$ cat config.mk
export PLATFORM = sky130hd
export DESIGN_NAME = qam_mixer
export DESIGN_NICKNAME = d
export VERILOG_FILES = /design/src/rtl/qam_mixer.sv
export SDC_FILE = /design/constraint.sdc
export NUM_CORES = 1
export LEC_CHECK = 0
export ABC_AREA = 1
export CAP_MARGIN = 25
export CORE_MARGIN = 2
export CORE_UTILIZATION = 40
export CTS_BUF_LIST = sky130_fd_sc_hd__clkbuf_8
export CTS_CLUSTER_DIAMETER = 40
export DETAILED_ROUTE_END_ITERATION = 8
export PLACE_DENSITY = 0.61
export SLEW_MARGIN = 20
export SYNTH_ARGS = -nofsm -noshare
export SYNTH_HDL_FRONTEND = slang
export SYNTH_SLANG_ARGS = --single-unit
$ cat constraint.sdc
create_clock -name clk -period 4.1 [get_ports clk]
set_clock_uncertainty 0.05 [all_clocks]
set_input_delay 0.82 -clock clk [delete_from_list [all_inputs] [get_ports clk]]
set_output_delay 0.82 -clock clk [all_outputs]
set_load 0.02 [all_outputs]
$ cat src/rtl/qam_mixer.sv
// -----------------------------------------------------------------------------
// qam_mixer
// 16-QAM passband mixer. Accepts 4-bit symbols, maps each one to Gray-coded
// I/Q levels held for sps samples, and produces qam_out = (I*cos - Q*sin) >>> 3
// through a two-stage multiply/sum pipeline.
//
// Ports:
//   clk        clock
//   rst_n      asynchronous active-low reset
//   sps        samples per symbol, sampled at symbol load (0 treated as 1)
//   sym_data   symbol: [3:2] selects I level, [1:0] selects Q level
//   sym_valid  symbol present
//   sym_ready  symbol accepted this cycle (from state/counter only)
//   cos_wav    signed in-phase carrier sample
//   sin_wav    signed quadrature carrier sample
//   qam_out    signed modulated sample (registered)
//   out_valid  qam_out carries symbol-derived data
//   underrun   one-cycle pulse when a symbol boundary finds no symbol
// -----------------------------------------------------------------------------
module qam_mixer #(
    parameter int DATA_WIDTH = 32,
    parameter int SPS_WIDTH  = 16
) (
    input  logic                  clk,
    input  logic                  rst_n,
    input  logic [SPS_WIDTH-1:0]  sps,
    input  logic [3:0]            sym_data,
    input  logic                  sym_valid,
    output logic                  sym_ready,
    input  logic [DATA_WIDTH-1:0] cos_wav,
    input  logic [DATA_WIDTH-1:0] sin_wav,
    output logic [DATA_WIDTH-1:0] qam_out,
    output logic                  out_valid,
    output logic                  underrun
);

    localparam logic [0:0] ST_IDLE = 1'b0;
    localparam logic [0:0] ST_RUN  = 1'b1;

    logic [0:0]                  state_q, state_d;
    logic [SPS_WIDTH-1:0]        cnt_q, cnt_d;
    logic [SPS_WIDTH-1:0]        sps_q, sps_d;
    logic signed [2:0]           lvl_i_q, lvl_i_d;
    logic signed [2:0]           lvl_q_q, lvl_q_d;
    logic signed [DATA_WIDTH+2:0] p_i_q, p_i_d;
    logic signed [DATA_WIDTH+2:0] p_q_q, p_q_d;
    logic signed [DATA_WIDTH+2:0] sum;
    logic                        v1_q, v1_d;
    logic [DATA_WIDTH-1:0]       qam_out_q, qam_out_d;
    logic                        out_valid_q, out_valid_d;

    logic active;
    logic at_boundary;
    logic accept;

    // Gray-coded 4-level map shared by I and Q.
    function automatic logic signed [2:0] map_level(input logic [1:0] bits);
        logic signed [2:0] lvl;
        case (bits)
            2'b00:   lvl = -3'sd3;
            2'b01:   lvl = -3'sd1;
            2'b11:   lvl = 3'sd1;
            default: lvl = 3'sd3;
        endcase
        return lvl;
    endfunction

    assign active      = (state_q == ST_RUN);
    assign at_boundary = active && (cnt_q == sps_q - SPS_WIDTH'(1));
    assign sym_ready   = !active || at_boundary;
    assign accept      = sym_valid && sym_ready;
    assign underrun    = at_boundary && !sym_valid;

    always_comb begin
        state_d = state_q;
        cnt_d   = cnt_q;
        sps_d   = sps_q;
        lvl_i_d = lvl_i_q;
        lvl_q_d = lvl_q_q;
        if (accept) begin
            state_d = ST_RUN;
            cnt_d   = '0;
            sps_d   = (sps == '0) ? SPS_WIDTH'(1) : sps;
            lvl_i_d = map_level(sym_data[3:2]);
            lvl_q_d = map_level(sym_data[1:0]);
        end else if (at_boundary) begin
            // Boundary with no symbol waiting: drop back to idle silence.
            state_d = ST_IDLE;
            cnt_d   = '0;
            lvl_i_d = '0;
            lvl_q_d = '0;
        end else if (active) begin
            cnt_d = cnt_q + SPS_WIDTH'(1);
        end
    end

    // Operands are sign-extended to the full product width so the multiply
    // and subtract are exact; |sum| <= 6*2^(DATA_WIDTH-1) always fits.
    always_comb begin
        p_i_d       = $signed({{DATA_WIDTH{lvl_i_q[2]}}, lvl_i_q})
                    * $signed({{3{cos_wav[DATA_WIDTH-1]}}, cos_wav});
        p_q_d       = $signed({{DATA_WIDTH{lvl_q_q[2]}}, lvl_q_q})
                    * $signed({{3{sin_wav[DATA_WIDTH-1]}}, sin_wav});
        v1_d        = active;
        sum         = p_i_q - p_q_q;
        qam_out_d   = sum[DATA_WIDTH+2:3];
        out_valid_d = v1_q;
    end

    always_ff @(posedge clk or negedge rst_n) begin
        if (!rst_n) begin
            state_q     <= ST_IDLE;
            cnt_q       <= '0;
            sps_q       <= SPS_WIDTH'(1);
            lvl_i_q     <= '0;
            lvl_q_q     <= '0;
            p_i_q       <= '0;
            p_q_q       <= '0;
            v1_q        <= 1'b0;
            qam_out_q   <= '0;
            out_valid_q <= 1'b0;
        end else begin
            state_q     <= state_d;
            cnt_q       <= cnt_d;
            sps_q       <= sps_d;
            lvl_i_q     <= lvl_i_d;
            lvl_q_q     <= lvl_q_d;
            p_i_q       <= p_i_d;
            p_q_q       <= p_q_d;
            v1_q        <= v1_d;
            qam_out_q   <= qam_out_d;
            out_valid_q <= out_valid_d;
        end
    end

    assign qam_out   = qam_out_q;
    assign out_valid = out_valid_q;

endmodule

== Word level (Yosys, flattened, before mapping) ==
Cells that the tools add are included.
Word-level totals
  flip-flop bits (word level): 143
  input port bits: 87
  word-level logic and storage cells: 42
Operators by class
  add/subtract/negate cells: 3
  multipliers: 2
  equal/unequal tests: 5
  muxes and demuxes: 11
  reductions and logical operators: 11
Operators with widths (count)
  $mul A3 B32 Y35: 2
  $mux W16: 4
  $sub A35 B35 Y35: 1
  $pmux W3 S3: 2
  $add A16 B1 Y16 const B: 1
  $eq A16 B16 Y1: 1
  $logic_not A16 Y1: 1
  $sub A16 B1 Y16 const B: 1
  $mux W3: 3
  $eq A2 B1 Y1 const B: 2
  $eq A2 B2 Y1 const B: 2
  $logic_not A2 Y1: 2
  $logic_and A1 B1 Y1: 3
  $reduce_bool A3 Y1: 1
  $logic_not A1 Y1: 2
  $mux W1: 2
  $reduce_bool A2 Y1: 1
  $logic_or A1 B1 Y1: 1

== Longest topological paths before layout ==
  depth in word-level cells: 6
  gate-level depth with buffers: 19

== Worst setup path before layout ==
OpenSTA, ideal clock, no wires.
  path kind: register to register
  from: register, netlist name lvl_i_q[0]
  to: register p_q_q[25]
  setup time: 0.117 ns
  data arrival time: 3.488 ns
  slack: 0.446 ns
  stages on the path, launching flop included: 17
  period minus slack after synthesis: 3.654 ns
  cells stage by stage: dfrtp_1 > clkbuf_1 > buf_1 > nand2_1 > fa_1 > inv_1 > fa_1 > ha_1 > fa_1 > a21oi_1 > o21ai_0 > nand2_1 > nand2_1 > nand3_1 > nand2_1 > nand2_1 > nand2_1
RTL lines
  end signal, assigned: RTL line 129  | p_q_q <= p_q_d;
  end, declared: RTL line 46  | logic signed [DATA_WIDTH+2:0] p_q_q, p_q_d;

== Worst setup path after layout ==
  from: register sps_q[0]
  to: output sym_ready
On the way
  longest elaborated chain between the ends: 4
RTL lines
  start, declared: RTL line 42  | logic [SPS_WIDTH-1:0] sps_q, sps_d;
  start signal, assigned: RTL line 125  | sps_q <= sps_d;
  $sub A16 B1 Y16: RTL line 69  | assign at_boundary = active && (cnt_q == sps_q - SPS_WIDTH'(1));
  $eq A16 B16 Y1: RTL line 69
  $logic_and A1 B1 Y1: RTL line 69
  $logic_or A1 B1 Y1: RTL line 70  | assign sym_ready = !active || at_boundary;
  end, declared: RTL line 29  | output logic sym_ready,
Every way passes these cells.

==> run metrics <==
status=completed; pin count of the biggest net entering global routing=77; Iteration-0 DRC Markers=604; IO Pins=122; overall routed net length=39400 um; via count of the first global-routing pass=13.2k; total non-filler cell area in the finished layout=0.0168 mm2; Worst Hold Class=in2async; antenna violation net count after detailed routing=0; Pwr Density=490 mW/mm2; Yosys reg bits=141; via density per instance=4.98; number of distinct library cell variants in the gate-level netlist after synthesis=40; most frequent cell after synthesis=sky130_fd_sc_hd__nand2_1; worst-path fanout max=6; floorplan row count=69; Mapped Cells=1994; # diodes=0; most repeated library cell on the critical path=sky130_fd_sc_hd__inv_1; worst hold slack=0.305 ns; standby leakage power=9.24 nW; maximum VDD drop=0.000335 V; library cell contributing the largest single delay on the critical path=sky130_fd_sc_hd__clkdlybuf4s50_1; # nets final=2469; die footprint=0.0376 mm2; initial antenna violation count=0; total congestion overflow=0; chip height=194 um; layout cells sized above 1=4.81%; Worst Setup Path Type=reg2out; placed cell count=2589; top post-synthesis cells by count=sky130_fd_sc_hd__nand2_1, sky130_fd_sc_hd__inv_1, sky130_fd_sc_hd__nor2_1, sky130_fd_sc_hd__ha_1, sky130_fd_sc_hd__dfrtp_1; global-route wire length before repair=66500 um; RSZ-0062 raised after global routing=false; All-Layer GR Usage=21.6%; Avg WL per Cell=15.0 um; via count=13.0k; Post-Synthesis Cell Area=0.0144 mm2; estimated wirelength of the detail-placed design=33700 um; final weighted congestion of routability-driven global placement=0.928; post-CTS clock slew at the launch and capture registers of the worst setup and hold paths=0.09 ns; Starting Density=40.6%; buffers from clock root to sink, at most=2; Worst-Skew Late Latency=0.48 ns; Setup Viol. Count Final=0; Residual DRC=0; top cells by area in the synthesized netlist=sky130_fd_sc_hd__dfrtp_1, sky130_fd_sc_hd__ha_1, sky130_fd_sc_hd__nand2_1; final core area utilization=47.2%; clock buffers created by TritonCTS=17; length of the first detailed-routing pass in iterations=5; warning count from the yosys run=0; Area growth, synth to finish=16.4%; register area share after synthesis=24.5%; capturing element type of the critical path=output pin; dominant synthesized flop cell=sky130_fd_sc_hd__dfrtp_1; crit-path max cell delay=0.59 ns; Filler Cells Inserted=3712; average cell area after synthesis=7.24 um2; htree depth=4; crit share post-route=96.0%; setup bufs post-CTS=0; count of port buffers added during placement=121; Num Clock Sinks=141; worst rel slew slack=51.3%; synthesized netlist net count=2316; DIE WIDTH=194 um; max capacitance violation total=0; buffer cell driving the clock tree root=sky130_fd_sc_hd__clkbuf_8; number of hold-slack violations in the final timing report=0; max frequency=0.254 GHz; r2r worst-path depth=15; number of enable flip-flop cells after synthesis=0; post-synthesis async set-or-reset flop share=100%; transition time at the pin with the least slew margin=0.731 ns; final standard cell count with taps included and fillers excluded=2621; area of the core=0.0356 mm2; cell taking the most area after synthesis=sky130_fd_sc_hd__dfrtp_1; max-slew violation total from the final report=0; time the final worst path needs with I/O delays and setup=3.94 ns; post-place instance area=0.0164 mm2; cell-by-cell listing of the critical path=inv_1 > ha_1 > nand2_1 > inv_1 > nor2_1 > xor2_1 > nand3_1 > nor3_4 > nand2_2 > nand2_4 > clkdlybuf4s50_1; critical path required time=3.23 ns; startpoint type of the worst setup path=flop; top-area cell type share of the netlist area=24.3%; CTS tree=done; data arrival time at the worst-slack endpoint=3.07 ns
-- state kept, by name, summed over array words and instances (netlist names) --
name         flops
cnt_q           16
lvl_q_q          2
lvl_i_q          3
p_q_q           35
p_i_q           35
sps_q           16
qam_out         32
out_valid        1
out_valid_d      1
-- layout make-up --
class                           instances  area (um2)  share of cell area [%]
Timing Repair Buffer                  163        1550                    9.24
Clock inverter                         15         153                   0.909
Clock buffer                           17         234                    1.39
Sequential cell                       141        3530                    21.0
Inverter                              317        1190                    7.08
Multi-Input combinational cell       1507        9560                    56.9
Tap cell                              461         577                    3.43
-- path summary, 6_finish.rpt --
path | to | slack, ns | start
max in group asynchronous | p_i_q[7]$_DFF_PN0_ | 2.87 | rst_n
min in group clk | out_valid$_DFF_PN0_ | 0.32 | out_valid_d$_DFF_PN0_
setup reg to reg | p_q_q[32]$_DFF_PN0_ | 0.42 | lvl_q_q[2]$_DFFE_PN0P_
hold / removal | sps_q[15]$_DFFE_PN0P_ | 0.31 | rst_n
hold reg to reg | out_valid$_DFF_PN0_ | 0.32 | out_valid_d$_DFF_PN0_
setup / recovery | sym_ready | 0.16 | sps_q[0]$_DFFE_PN1P_
-- worst max-delay path, delay by kind of cell (launching register included) --
kind          cells  cell delay [ns]
simple gates      6             0.77
buf+inv           3             0.75
xor+xnor          1             0.20
fa+ha+maj         1             0.31
flops             1             0.57
-- cell families (layout without fill, tap and decap cells) --
family | after synthesis | in the layout | synth area share (%)
xor gates and xnor gates | 99 | 99 | 6.01
buffers and inverters | 346 | 512 | 9.34
DFF | 141 | 141 | 24.5
AOI/OAI and AO/OA | 265 | 265 | 9.80
and+or+nand+nor | 908 | 908 | 26.6
adders and majority gates | 235 | 235 | 23.8
-- per-stage QoR --
stage | setup slack [ns] | total power [mW] | setup TNS, ns
3_3_place_gp | -0.0996 | 7.10 | -0.171
2_1_floorplan | 0.446 | 5.39 | 0
5_1_grt | 0.00188 | 9.00 | 0
6_report | 0.164 | 8.23 | 0
3_5_place_dp | -0.145 | 7.11 | -0.453
4_1_cts | 0.146 | 8.27 | 0
-- report_power, final --
part           switching [mW]  internal (mW)
clock                   0.631          0.500
combinational            3.09           1.85
sequential              0.283           1.88
-- per-layer routing --
layer / part of all wire [%] / track usage, % / vias up
met2: 48 / 37.2 / 196
met1: 48 / 29.2 / 6121
met5: 0 / 0 / -
met4: 1.7 / 5.30 / 0
li1: - / - / 6693
met3: 2.6 / 2.05 / 39
-- timing repair --
item                                    4_1_cts  5_1_grt
endpoints found under the setup margin        0        2
resized for setup                             0        2
hold buffers                                  0        0
-- cell usage in the layout (no fill, tap or decap), types with 32 or more instances in the layout --
cell type                         netlist  routed
sky130_fd_sc_hd__o21ai_0               87      87
sky130_fd_sc_hd__a21oi_1              138     138
sky130_fd_sc_hd__dfrtp_1              140     139
sky130_fd_sc_hd__clkdlybuf4s50_1        0     120
sky130_fd_sc_hd__buf_4                  4      40
sky130_fd_sc_hd__ha_1                 169     169
sky130_fd_sc_hd__nor2_1               224     224
sky130_fd_sc_hd__nor3_1                32      32
sky130_fd_sc_hd__nand2_1              482     482
sky130_fd_sc_hd__fa_1                  66      66
sky130_fd_sc_hd__nand3_1               97      97
sky130_fd_sc_hd__inv_1                317     318
sky130_fd_sc_hd__xor2_1                70      70
Power figures use the tool's default switching activity.
